**src/rtl/mfp_ram_stream_reader.sv**
```systemverilog
`default_nettype none
// =============================================================================
// Module      : mfp_ram_stream_reader
// Description : Scans an address window of a 1R1W RAM (one-cycle read latency)
//               and emits the words as a valid/ready stream with a last marker.
// Revision    : 1.0 - initial release
// =============================================================================
module mfp_ram_stream_reader #(
    parameter int ADDR_WIDTH = 10,
    parameter int DATA_WIDTH = 16
) (
    input  logic                  clk,
    input  logic                  rst,
    input  logic                  start_i,
    input  logic [ADDR_WIDTH-1:0] base_addr_i,
    input  logic [ADDR_WIDTH:0]   length_i,
    output logic [ADDR_WIDTH-1:0] read_addr_o,
    input  logic [DATA_WIDTH-1:0] read_data_i,
    output logic                  out_valid_o,
    input  logic                  out_ready_i,
    output logic [DATA_WIDTH-1:0] out_data_o,
    output logic                  out_last_o,
    output logic                  busy_o,
    output logic                  done_o
);

    localparam logic [1:0] c_IDLE = 2'd0;
    localparam logic [1:0] c_RUN  = 2'd1;
    localparam logic [1:0] c_DONE = 2'd2;

    localparam logic [ADDR_WIDTH:0] c_LEN_ZERO = '0;
    localparam logic [ADDR_WIDTH:0] c_LEN_ONE  = {{ADDR_WIDTH{1'b0}}, 1'b1};

    logic [1:0]            state_q, state_d;
    logic [ADDR_WIDTH-1:0] addr_q, addr_d;
    logic [ADDR_WIDTH:0]   issue_left_q, issue_left_d;
    logic [ADDR_WIDTH:0]   beat_left_q, beat_left_d;
    logic                  inflight_q, inflight_d;
    logic                  inflight_last_q, inflight_last_d;
    logic                  busy_q, busy_d;
    logic                  done_q, done_d;

    logic [DATA_WIDTH-1:0] fifo_data_q [0:1];
    logic                  fifo_last_q [0:1];
    logic                  wr_ptr_q, wr_ptr_d;
    logic                  rd_ptr_q, rd_ptr_d;
    logic [1:0]            count_q, count_d;

    logic                  w_push;
    logic                  w_pop;
    logic                  w_issue;
    logic [2:0]            w_occupancy;

    assign w_push      = inflight_q;
    assign w_pop       = (count_q != 2'd0) && out_ready_i;
    // Slots already spoken for: buffered words plus the read still in the RAM pipe.
    assign w_occupancy = {1'b0, count_q} + {2'b00, inflight_q};
    assign w_issue     = (state_q == c_RUN) && (issue_left_q != c_LEN_ZERO)
                         && (w_occupancy < (3'd2 + {2'b00, w_pop}));

    // State register
    always_ff @(posedge clk) begin
        if (rst) begin
            state_q <= c_IDLE;
        end else begin
            state_q <= state_d;
        end
    end

    // Next-state logic
    always_comb begin
        state_d = state_q;
        case (state_q)
            c_IDLE: begin
                if (start_i) begin
                    state_d = (length_i == c_LEN_ZERO) ? c_DONE : c_RUN;
                end
            end
            c_RUN: begin
                if (w_pop && (beat_left_q == c_LEN_ONE)) begin
                    state_d = c_DONE;
                end
            end
            c_DONE:  state_d = c_IDLE;
            default: state_d = c_IDLE;
        endcase
    end

    // Output logic, registered so busy/done carry no combinational path
    always_comb begin
        busy_d = (state_d != c_IDLE);
        done_d = (state_d == c_DONE);
    end

    // Datapath next-state
    always_comb begin
        addr_d          = addr_q;
        issue_left_d    = issue_left_q;
        beat_left_d     = beat_left_q;
        inflight_d      = w_issue;
        inflight_last_d = w_issue && (issue_left_q == c_LEN_ONE);
        wr_ptr_d        = w_push ? ~wr_ptr_q : wr_ptr_q;
        rd_ptr_d        = w_pop  ? ~rd_ptr_q : rd_ptr_q;
        count_d         = count_q;

        if ((state_q == c_IDLE) && start_i) begin
            addr_d       = base_addr_i;
            issue_left_d = length_i;
            beat_left_d  = length_i;
        end
        if (w_issue) begin
            addr_d       = addr_q + 1'b1;
            issue_left_d = issue_left_q - c_LEN_ONE;
        end
        if (w_pop) begin
            beat_left_d = beat_left_q - c_LEN_ONE;
        end
        case ({w_push, w_pop})
            2'b10:   count_d = count_q + 2'd1;
            2'b01:   count_d = count_q - 2'd1;
            default: count_d = count_q;
        endcase
    end

    always_ff @(posedge clk) begin
        if (rst) begin
            addr_q          <= '0;
            issue_left_q    <= '0;
            beat_left_q     <= '0;
            inflight_q      <= 1'b0;
            inflight_last_q <= 1'b0;
            busy_q          <= 1'b0;
            done_q          <= 1'b0;
            wr_ptr_q        <= 1'b0;
            rd_ptr_q        <= 1'b0;
            count_q         <= 2'd0;
            fifo_data_q[0]  <= '0;
            fifo_data_q[1]  <= '0;
            fifo_last_q[0]  <= 1'b0;
            fifo_last_q[1]  <= 1'b0;
        end else begin
            addr_q          <= addr_d;
            issue_left_q    <= issue_left_d;
            beat_left_q     <= beat_left_d;
            inflight_q      <= inflight_d;
            inflight_last_q <= inflight_last_d;
            busy_q          <= busy_d;
            done_q          <= done_d;
            wr_ptr_q        <= wr_ptr_d;
            rd_ptr_q        <= rd_ptr_d;
            count_q         <= count_d;
            if (w_push) begin
                fifo_data_q[wr_ptr_q] <= read_data_i;
                fifo_last_q[wr_ptr_q] <= inflight_last_q;
            end
        end
    end

    assign read_addr_o = addr_q;
    assign out_valid_o = (count_q != 2'd0);
    assign out_data_o  = fifo_data_q[rd_ptr_q];
    assign out_last_o  = fifo_last_q[rd_ptr_q];
    assign busy_o      = busy_q;
    assign done_o      = done_q;

endmodule
`default_nettype wire

```
**config.mk**
```make
export PLATFORM = sky130hd
export DESIGN_NAME = mfp_ram_stream_reader
export DESIGN_NICKNAME = d
export VERILOG_FILES = /design/src/rtl/mfp_ram_stream_reader.sv
export SDC_FILE = /design/constraint.sdc
export NUM_CORES = 1
export LEC_CHECK = 0
export CAP_MARGIN = 20
export CORE_MARGIN = 2
export CORE_UTILIZATION = 30
export CTS_CLUSTER_SIZE = 14
export DETAILED_ROUTE_END_ITERATION = 6
export GPL_ROUTABILITY_DRIVEN = 0
export SYNTH_ARGS = -nofsm -noshare
export SYNTH_HDL_FRONTEND = slang
export SYNTH_SLANG_ARGS = --single-unit
```
**constraint.sdc**
```tcl
create_clock -name clk -period 1.9 [get_ports clk]
set_input_delay 0.38 -clock clk [delete_from_list [all_inputs] [get_ports clk]]
set_output_delay 0.38 -clock clk [all_outputs]
set_load 0.01 [all_outputs]
```
* Word level (Yosys, flattened, before mapping) *
Memory sizes are Yosys's and may differ from the RTL's. A register that Yosys moved wholly into a read port is not among the register bits.
Index checks and enable logic that the tools add are counted.

operators by class
  reduce and logical (&&, ||, !) cells = 16
  multipliers = 0
  div/mod/pow operators = 0
  equality and inequality tests = 6
  order comparisons = 1
  shifts and indexed selects = 0
  bitwise logic cells = 2
  add/subtract/negate cells = 7
  multiplexer cells = 25

operator list
  kind                     number
  $mux W11                 3
  $eq A11 B1 Y1 const B    2
  $sub A11 B1 Y11 const B  2
  $mux W10                 2
  $mux W16                 1
  $reduce_or A16 Y1        1
  $mux W1                  14
  $logic_not A11 Y1        1
  $reduce_bool A11 Y1      1
  $add A10 B1 Y10 const B  1
  $reduce_bool A2 Y1       5
  $pmux W2 S2              2
  $logic_and A1 B1 Y1      6
  $mux W2                  3
  $eq A2 B1 Y1 const B     2
  $eq A2 B2 Y1 const B     2
  $add A2 B1 Y3            1
  $add A2 B1 Y3 const A    1
  $lt A3 B3 Y1             1
  $add A2 B1 Y2 const B    1
  $logic_not A2 Y1         1
  $not A1 Y1               2
  $sub A2 B1 Y2 const B    1
  $reduce_or A1 Y1         1

word-level totals
  register bits after elaboration = 42
  logic and storage cells = 70
  bits of input ports = 41
  bits in latches = 0
  memories = 2
  output and inout bits = 30
  bits in read-only memories = 0
  bits in writable memories = 34

memory list
  memory       words  width  rd ports  clocked after Yosys merged registers in  write ports  RTL line  text
  fifo_data_q  2      16     1         1                                        2            43        logic [DATA_WIDTH-1:0] fifo_data_q [0:1];
  fifo_last_q  2      1      1         1                                        2            44        logic fifo_last_q [0:1];

* Logic depth before layout (Yosys ltp) *
Gate-level depths: netlist of run 1.

  depth in word-level cells = 6
  gate-level depth with buffers = 8
  gate-level depth less buffers = 6

* Least setup slack after synthesis of run 1 *
OpenSTA, ideal clock, no wires.

  kind = reg2reg
  start = reg count_q[0]
  end = reg addr_q[4] (netlist: read_addr_o[4])
  data required time = 1.826 ns
  clock period less this slack = 1.935 ns
  slack = -0.035 ns
  cell stages (with the launch flop) = 8
  library setup time = 0.074 ns
  buffers on the path = 1
  arrival = 1.861 ns
  cells stage by stage = dfxtp_1 > ha_1 > ha_1 > nor3b_2 > nand3_2 > buf_6 > or4b_1 > a31oi_1

on the way
  cells in the longest elaborated chain, start to end = 6
  elaborated cells on any way between the ends = 8
  those cells by class = add/sub: 2; order compare: 1; mux: 1; reduce/logical: 4

RTL lines
  item                                            RTL line  text
  from (decl)                                     47        logic [1:0] count_q, count_d;
  from (signal assigned)                          151       count_q <= count_d;
  $reduce_bool A2 Y1                              55        assign w_pop = (count_q != 2'd0) && out_ready_i;
  $logic_and A1 B1 Y1                             55
  $add A2 B1 Y3                                   59        && (w_occupancy < (3'd2 + {2'b00, w_pop}));
  $lt A3 B3 Y1 (*)                                59
  $logic_and A1 B1 Y1 (*)                         59
  $mux W10 or $reduce_bool A2 Y1 (tied branches)  n/a
  to (signal assigned)                            142       addr_q <= addr_d;
  to (decl)                                       35        logic [ADDR_WIDTH-1:0] addr_q, addr_d;

Mark *: on every way between the ends. The rest lies on a longest branch, timed or not.
A chain may end at the register's enable or synchronous reset.

* Worst setup path after layout of run 1 *
  start = reg inflight_q
  end = reg addr_q[7] (netlist: read_addr_o[7])

on the way
  cells in the longest elaborated chain, start to end = 4
  elaborated cells on any way between the ends = 5
  those cells by class = add/sub: 1; order compare: 1; mux: 1; reduce/logical: 2

RTL lines
  item                                            RTL line  text
  from (decl)                                     38        logic inflight_q, inflight_d;
  from (signal assigned)                          145       inflight_q <= inflight_d;
  $add A2 B1 Y3 (*)                               57        assign w_occupancy = {1'b0, count_q} + {2'b00, inflight_q};
  $lt A3 B3 Y1 (*)                                59
  $logic_and A1 B1 Y1 (*)                         59
  $mux W10 or $reduce_bool A2 Y1 (tied branches)  n/a

Marks and branches as above.

==> results of run 1 <==
final timing paths:
check / startpoint / end / depth (start not counted)
max reg2reg: inflight_q / read_addr_o[7] / 6
min: issue_left_q[7] / issue_left_q[7] / 2
min reg2reg: issue_left_q[7] / issue_left_q[7] / 2
max: inflight_q / read_addr_o[7] / 6
repair_timing:
item	in CTS	in global routing
cloned	0	1
resized for setup	38	18
buffers inserted	4	2
setup endpoints to repair	29	25
pin swaps	3	11
cell families (layout without fill, tap and decap cells):
family | Yosys count | after routing | share of synthesized area (%)
AND/OR/NAND/NOR | 160 | 160 | 22.8
flip-flops | 77 | 77 | 49.9
AO/OA/AOI/OAI | 74 | 74 | 14.1
buffers and inverters | 30 | 148 | 3.48
multiplexers | 20 | 20 | 5.97
adder cells (fa/ha/maj) | 8 | 8 | 2.65
XOR/XNOR | 5 | 5 | 1.16
Yosys cell counts (all sizes together), types with 2 or more instances:
| cell | n |
|---|---|
| a32oi | 8 |
| or3 | 5 |
| o311ai | 6 |
| inv | 11 |
| nor3 | 14 |
| nand2 | 31 |
| a21o | 3 |
| nand4 | 5 |
| dfxtp | 43 |
| o21ai | 9 |
| nor4 | 5 |
| or4 | 4 |
| and3 | 3 |
| buf | 7 |
| clkbuf | 12 |
| a211oi | 5 |
| ha | 8 |
| edfxtp | 34 |
| a31oi | 14 |
| a21oi | 13 |
| nor2 | 31 |
| mux2 | 20 |
| o211ai | 3 |
| and2 | 35 |
| or2 | 2 |
| nor2b | 2 |
| a22oi | 5 |
| nand3 | 17 |
| xnor2 | 4 |
per-layer routing:
layer / GRT usage (%) / routed length (um)
met1: 19.3 / 4500
met2: 24.4 / 4480
met3: 4.26 / 675
met4: 6.35 / 230
met5: 0 / 0
area by class of cell:
type                       instances  share of cell area, %
clock buffer                      10                   4.25
clock inverter                     6                   1.32
inverter                          11                  0.766
multi-input combinational        267                   34.1
sequential                        77                   35.1
tap                              168                   3.90
timing repair buffer             121                   20.7
per-stage QoR:
step	std cells	hold WS, ps
3_5_place_dp	637	492
2_1_floorplan	374	461
4_1_cts	657	499
6_report	660	496
5_1_grt	660	537
3_3_place_gp	637	481
power breakdown:
group	total (mW)	switching, mW	internal, mW	leakage, nW
logic	1.53	0.733	0.797	1.19
clock network	1.73	0.704	1.03	0.139
registers	2.05	0.148	1.90	0.709
total	5.31	1.58	3.72	2.04
worst reg2reg max path: cells and delay by family, from the launching register on:
kind / cells / cell delay (ps)
adders and majority gates: 2 / 310
AOI/OAI and AO/OA: 1 / 170
DFF: 1 / 330
and+or+nand+nor: 3 / 1010
flip-flops by register name, indices dropped and copies added, names as in the netlist, named ones only:
register	cells
inflight_q	1
count_q	2
rd_ptr_q	1
issue_left_q	11
read_addr_o	10
beat_left_q	11
inflight_last_q	1
fifo_last_q	2
state_q	2
busy_o	1
fifo_data_q	32
wr_ptr_q	1
done_o	1
==> metrics, run 1 <==
fin crit share=99.2%; DP Worst Slack=-284 ps; dpl cell area=4990 um2; pin count of the biggest net entering global routing=29; Synth cell types=52; Worst-Margin Slew=539 ps; CTS Hold Bufs=0; number of synthesized flops with an enable pin=34; most common cell after layout, fill and taps aside=clkdlybuf4s50_1; Setup-failing EPs final=0; syn avg cell area=10.1 um2; maximum VDD drop=460 uV; CP delay by family, top=simple AND/OR/NAND/NOR gates; Async SR Flop Fraction=0%; Iter 0 DRT Violations=196; Buf/Inv on CP=0; clock-pin slew on the worst setup and hold paths=60 ps; sequential cell area=1890 um2; Starting Density=31.0%; worst-path cell with the longest stage delay=or4_4; CTS Buf Count=9; Synth top area share=27.1%; area of the multi-input gates=1840 um2; layout cells sized above 1=24.0%; clock sink count=77; Setup CP Type=reg2reg; design area=5390 um2; Cell Area, Synth=3770 um2; Routed WL=9.88 mm; Post-synth top flop=dfxtp_1; initial antenna violation count=0; gr ovfl total=0; unrepaired setup endpoints after global routing=true; crit-path most repeated cell=ha_4; Core ar.=12,200 um2; Finished Core Util=44.3%; R2R Setup Slk=20 ps; WL per Instance=15.0 um; Longest Clk Path Bufs=2; Die W=116 um; Syn Nets=423; Total GRT Usage=15.2%; post-synth top area cell=edfxtp_1; IO Pins=71; Nets=536; Worst Path Max Fanout=7; CTS tree=built; CP required=2170 ps; Area Overhead vs Synth=42.8%; outcome=completed; H-tree depth=3; Hold Violations, Final=0; Seq cells post-synth=77; Slew headroom=63.8%; worst skew pair latency=340 ps; Achievable Freq=531 MHz; min-delay worst type=reg2reg; global-route wire length before repair=15.9 mm; Tmin final=1880 ps; Antenna Violating Nets Remaining=0; P_leak=2.04 nW; Post-DP HPWL=6.89 mm; site row count=40; Tot Pwr=5.31 mW; die area=13,500 um2; DR vias=3,304; Mapped Cells=374; crit-path cells=ha_4 > ha_4 > nor3b_4 > nand3_4 > or4_4 > a31oi_1; Max Transition Viols Final=0; Clock Skew=3.79 ps; Max-Cap Viols=0; final setup margin=15.8 ps; CP startpoint kind=flop; sum of negative setup slack=0 ps; worst path arrival time=2150 ps; Filler cells=1,163; drt pass-1 iters=5; most used cells in the layout excluding fill and tap cells=clkdlybuf4s50_1, buf_4, dfxtp_1, and2_1, edfxtp_1; Setup crit end kind=flop; Pwr per Cell Area=985 nW/um2; root buf cell=clkbuf_16; Area contributors post-synth=edfxtp_1, dfxtp_1, mux2_2, and2_1, nand2_1; n_diodes=0; DRC viols=0; sequential-to-total area share from yosys stat=49.9%; vias per cell=5.01; crit-path max cell delay=560 ps; vias in the first global route=3,287; Ys Warns=0; port bufs=70; Die Y-Extent=116 um
No activity file was read; power rests on OpenSTA's default activity.
==> run 2: changes to the inputs <==
--- a/config.mk
+++ b/config.mk
@@ -6,8 +6,9 @@
 export NUM_CORES = 1
 export LEC_CHECK = 0
 export CAP_MARGIN = 20
-export CORE_MARGIN = 2
+export CORE_ASPECT_RATIO = 1.5
 export CORE_UTILIZATION = 30
+export CTS_CLUSTER_DIAMETER = 150
 export CTS_CLUSTER_SIZE = 14
 export DETAILED_ROUTE_END_ITERATION = 6
 export GPL_ROUTABILITY_DRIVEN = 0
==> metrics, run 2 (synthesis results as in run 1) <==
outcome=completed; RR Startpoint=inflight_q; Achievable Freq=533 MHz; Clock Skew=8.15 ps; site row count=49; crit-path cells=ha_4 > ha_4 > nor3b_4 > nand3_4 > or4_1 > a31oi_1; R2R Setup Slk=20 ps; most used cells in the layout excluding fill and tap cells=clkdlybuf4s50_1, buf_4, dfxtp_1, and2_1, edfxtp_1; Hold EP=beat_left_q[1]; Worst Path Max Fanout=8; dpl cell area=4990 um2; Setup-failing EPs final=0; cell depth of the worst hold path=2; design area=5400 um2; Setup crit end kind=flop; Routed WL=9.86 mm; P_leak=2.08 nW; Worst-Margin Slew=595 ps; layout cells sized above 1=23.0%; die area=13,000 um2; Max Transition Viols Final=0; Core ar.=12,100 um2; clock sink count=77; unrepaired setup endpoints after global routing=true; Hold Path Origin=beat_left_q[1]; H-tree depth=3; Tmin final=1880 ps; max reg flops=32; Area Overhead vs Synth=43.1%; port bufs=70; CP startpoint kind=flop; DR vias=3,288; FF-to-FF End=read_addr_o[5]; CP delay by family, top=simple AND/OR/NAND/NOR gates; Top reg by flops=fifo_data_q; Die W=93.6 um; Finished Core Util=44.5%; CTS Buf Count=9; Worst R2R Path Depth=6; worst path arrival time=2140 ps; pin count of the biggest net entering global routing=41; vias per cell=5.07; initial antenna violation count=0; Die Y-Extent=139 um; worst skew pair latency=330 ps; Longest Clk Path Bufs=2; vias in the first global route=3,377; Starting Density=31.1%; min-delay worst type=reg2reg; biggest regs=fifo_data_q x32, beat_left_q x11, issue_left_q x11; Post-DP HPWL=6.94 mm; worst-path cell with the longest stage delay=or4_1; DRC viols=0; Slew headroom=59.9%; Hold Violations, Final=0; Iter 0 DRT Violations=125; Total GRT Usage=15.6%; root buf cell=clkbuf_16; gr ovfl total=0; Setup CP Type=reg2reg; maximum VDD drop=482 uV; Worst setup startpoint=inflight_q; global-route wire length before repair=16.0 mm; n_diodes=0; Antenna Violating Nets Remaining=0; drt pass-1 iters=4; WL per Instance=15.2 um; most common cell after layout, fill and taps aside=clkdlybuf4s50_1; clock-pin slew on the worst setup and hold paths=60 ps; crit-path most repeated cell=ha_4; IO Pins=71; fin crit share=98.8%; CP required=2160 ps; Buf/Inv on CP=0; CTS tree=built; Nets=539; crit-path max cell delay=530 ps; Pwr per Cell Area=1000 nW/um2; Max-Cap Viols=0
-- run 2: stage by stage --
stage	TNS [ps]	total power, mW	setup slack, ps	hold WS (ps)	instances
6_report	0	5.42	23.6	496	648
5_1_grt	-50.8	5.68	-37.4	534	648
4_1_cts	0	5.41	2.14	500	644
3_5_place_dp	-4450	3.54	-226	486	624
3_3_place_gp	-3780	3.52	-185	480	624
2_1_floorplan	0	2.84	10.9	461	374
-- run 2: power breakdown --
group | switching [mW] | leakage, nW | internal [mW] | total [mW]
combinational | 0.720 | 1.21 | 0.806 | 1.53
clock | 0.695 | 0.160 | 1.16 | 1.85
sequential | 0.142 | 0.709 | 1.90 | 2.04
-- run 2: final cells by class --
class,instances,area (um2)
clock buffer,9,225
inverter,11,41.3
multi-input combinational,267,1800
clock inverter,7,100
timing repair buffer,124,1150
fill,1161,6740
sequential,77,1890
tap,153,191
-- run 2: worst max-delay path by stage --
stage | end | slack [ps] | cells after the start
detailed placement | read_addr_o[5] | -230 | 7
finish | read_addr_o[5] | 20 | 6
global route | read_addr_o[5] | -40 | 6
floorplan | read_addr_o[4] | 10 | 7
CTS | out_data_o[8] | 2 | 4
global placement | read_addr_o[8] | -190 | 7
-- run 2: what timing repair did --
action,in CTS,in global routing
pin swaps,9,6
setup endpoints to repair,27,15
hold buffers,0,0
resized for setup,35,8
cloned,0,1
setup buffers,4,3
-- run 2: metal layers --
metal / up-vias / track usage, % / part of all wire [%]
met5: - / 0 / 0
met4: 0 / 7.53 / 2.6
met3: 14 / 3.28 / 5.6
met2: 115 / 27.5 / 50
met1: 1539 / 17.4 / 41
li1: 1620 / - / -
-- run 2: worst register-to-register path: cells and delay by family (launching register included) --
family	cells	cell delay, ps
simple gates	3	980
fa+ha+maj	2	330
flops	1	330
compound gates	1	160
==> patch: new RTL, config.mk and constraints of run 2 <==
`DATA_WIDTH`: 16 -> 18.
--- a/src/rtl/mfp_ram_stream_reader.sv
+++ b/src/rtl/mfp_ram_stream_reader.sv
@@ -7,7 +7,7 @@
 // =============================================================================
 module mfp_ram_stream_reader #(
     parameter int ADDR_WIDTH = 10,
-    parameter int DATA_WIDTH = 16
+    parameter int DATA_WIDTH = 18
 ) (
     input  logic                  clk,
     input  logic                  rst,
Interface: changed (resized out_data_o and read_data_i); port bits go from 71 to 75. No check against the original RTL was run, so the function may have changed too.
==> patch against run 2 <==
The flow now finishes with violations (negative setup slack). Synthesized area grew 5.7%. Sequential cell count is 4 higher. Largest cell class unchanged. Final area is 8.0% higher. Setup slack worse by 56 ps. Non-clock buffer count grew 20. Count of clock-buffer cells in the layout unchanged. Global-route usage grew 1.3 points. Total power up 6.2%. Wire length grew 14%. Highest routed layer unchanged.
==> patch: results (changes against run 2) <==
first-pass GRT wire length 17560 um (+9.7%); crit path max fanout 6 (-2); post-cts gate resize count 37 (+5.7%); violated checks negative setup slack; Seq pwr share 0.374 (-0.003); Synth top cells by count 43 x dfxtp_1, 38 x and2_1, 38 x edfxtp_1; Hold WS 477.2 ps (-19.33 ps); mux share of post-synthesis cell area 0.05613 (-0.003551); sequential power 0.00215 W (+5%); switch share 0.2899 (+0.002652); placed cell area 5369 sq um (+7.5%); final setup fails 2 (+2); clock skew 7.701 ps (-0.4525 ps); Leak 2.234 nW (+7.6%); Adder-Cell Fraction of Synth Area 0.02509 (-0.001439); crit path capture read_addr_o[6]; layout cells sized above 1 0.2726 (+0.04225); dpl ws -258.3 ps (-32.33 ps); critical path arrival 2200 ps (+60 ps); Top Registers fifo_data_q x36, beat_left_q x11, issue_left_q x11; EDFF count, synth 38 (+12%); Post-Syn Nets 442 (+4.5%); nets 578 (+7.2%); WL/cell 16.27 um (+6.9%); final setup TNS -40.56 ps (-40.56 ps); HP Start issue_left_q[0]; sequential fraction of the synthesis area 0.5017 (+0.003051); xor/xnor share of the synthesized area 0.008780 (-0.002825); TritonRoute pass-1 iters 4 (unchanged); status finished with violations; largest net degree at the start of global routing 26 (-37%); compound-gate portion of the synthesized area 0.1442 (+0.003331); Max rail drop VDD 0.0004497 V (-6.6%); I/O Buffers 74 (+5.7%); All-Layer GR Usage 0.1682 (+0.01271); hpwl dp 8084 um (+16%); worst hold endpoint issue_left_q[0]; Layout fillers 1229 (+5.9%); starting DRC count in detailed routing 217 (+74%); Slew @ Worst Pin 478.5 ps (-116.9 ps); clock group share of total power 0.322 (-0.020); vias post-DR 3562 (+8.3%); yosys synthesis warning count 0 (unchanged); slack of the critical path -32.13 ps (-55.76 ps); top cells by area, synth edfxtp_1 29%, dfxtp_1 22%, and2_1 6.0%; post-synth cell types 58 (+12%)
patch: changes by cell type in the layout (fill, tap and decap cells not counted), moves of 4 or more:
cell | run 2 | this run
a21oi_1 | 13 | 21
a31oi_1 | 14 | 9
buf_4 | 46 | 61
clkbuf_2 | 3 | 11
clkdlybuf4s15_1 | 0 | 7
dlygate4sd2_1 | 12 | 1
edfxtp_1 | 34 | 38
nand3_1 | 16 | 10
nor2_1 | 30 | 25
patch: routing by layer:
metal / up-vias / wire length, um / global-route usage
met1: 1711 / 4419 / 0.1838
met4: 0 / 213 / 0.06756
met2: 112 / 6038 / 0.3087
met5: - / 0 / 0
li1: 1724 / - / -
met3: 15 / 571 / 0.03355
patch: per-stage QoR:
stage,instances,util
floorplan,391,-
global placement,666,0.4145
detailed placement,666,0.4145
CTS,684,0.4448
global route,691,0.4501
finish,691,0.4501
patch: worst max-delay path, cell delays in order, from the launching register on:
cell and delay [ps]:
dfxtp_2 340, ha_4 160, ha_4 150, nor3b_4 250, nand3_2 230, or4_1 570
a31oi_1 170
patch: cell type report:
cell class / instances / area, sq um / share of cell area
well taps: 159 / 198.9 / 0.03412
inverters: 12 / 45.04 / 0.007725
clock inverters: 7 / 95.09 / 0.01631
flip-flops and latches: 81 / 2011 / 0.3449
repair buffers: 144 / 1324 / 0.2270
multi-input cells: 279 / 1932 / 0.3313
clock buffers: 9 / 225.2 / 0.03863
patch: logic make-up (layout without fill, tap and decap cells):
kind of cell / Yosys count / count (layout)
AOI/OAI and AO/OA: 83 / 84
adders and majority gates: 8 / 8
and+or+nand+nor: 163 / 163
muxes: 20 / 20
DFF: 81 / 81
xor gates and xnor gates: 4 / 4
buffers and inverters: 32 / 172
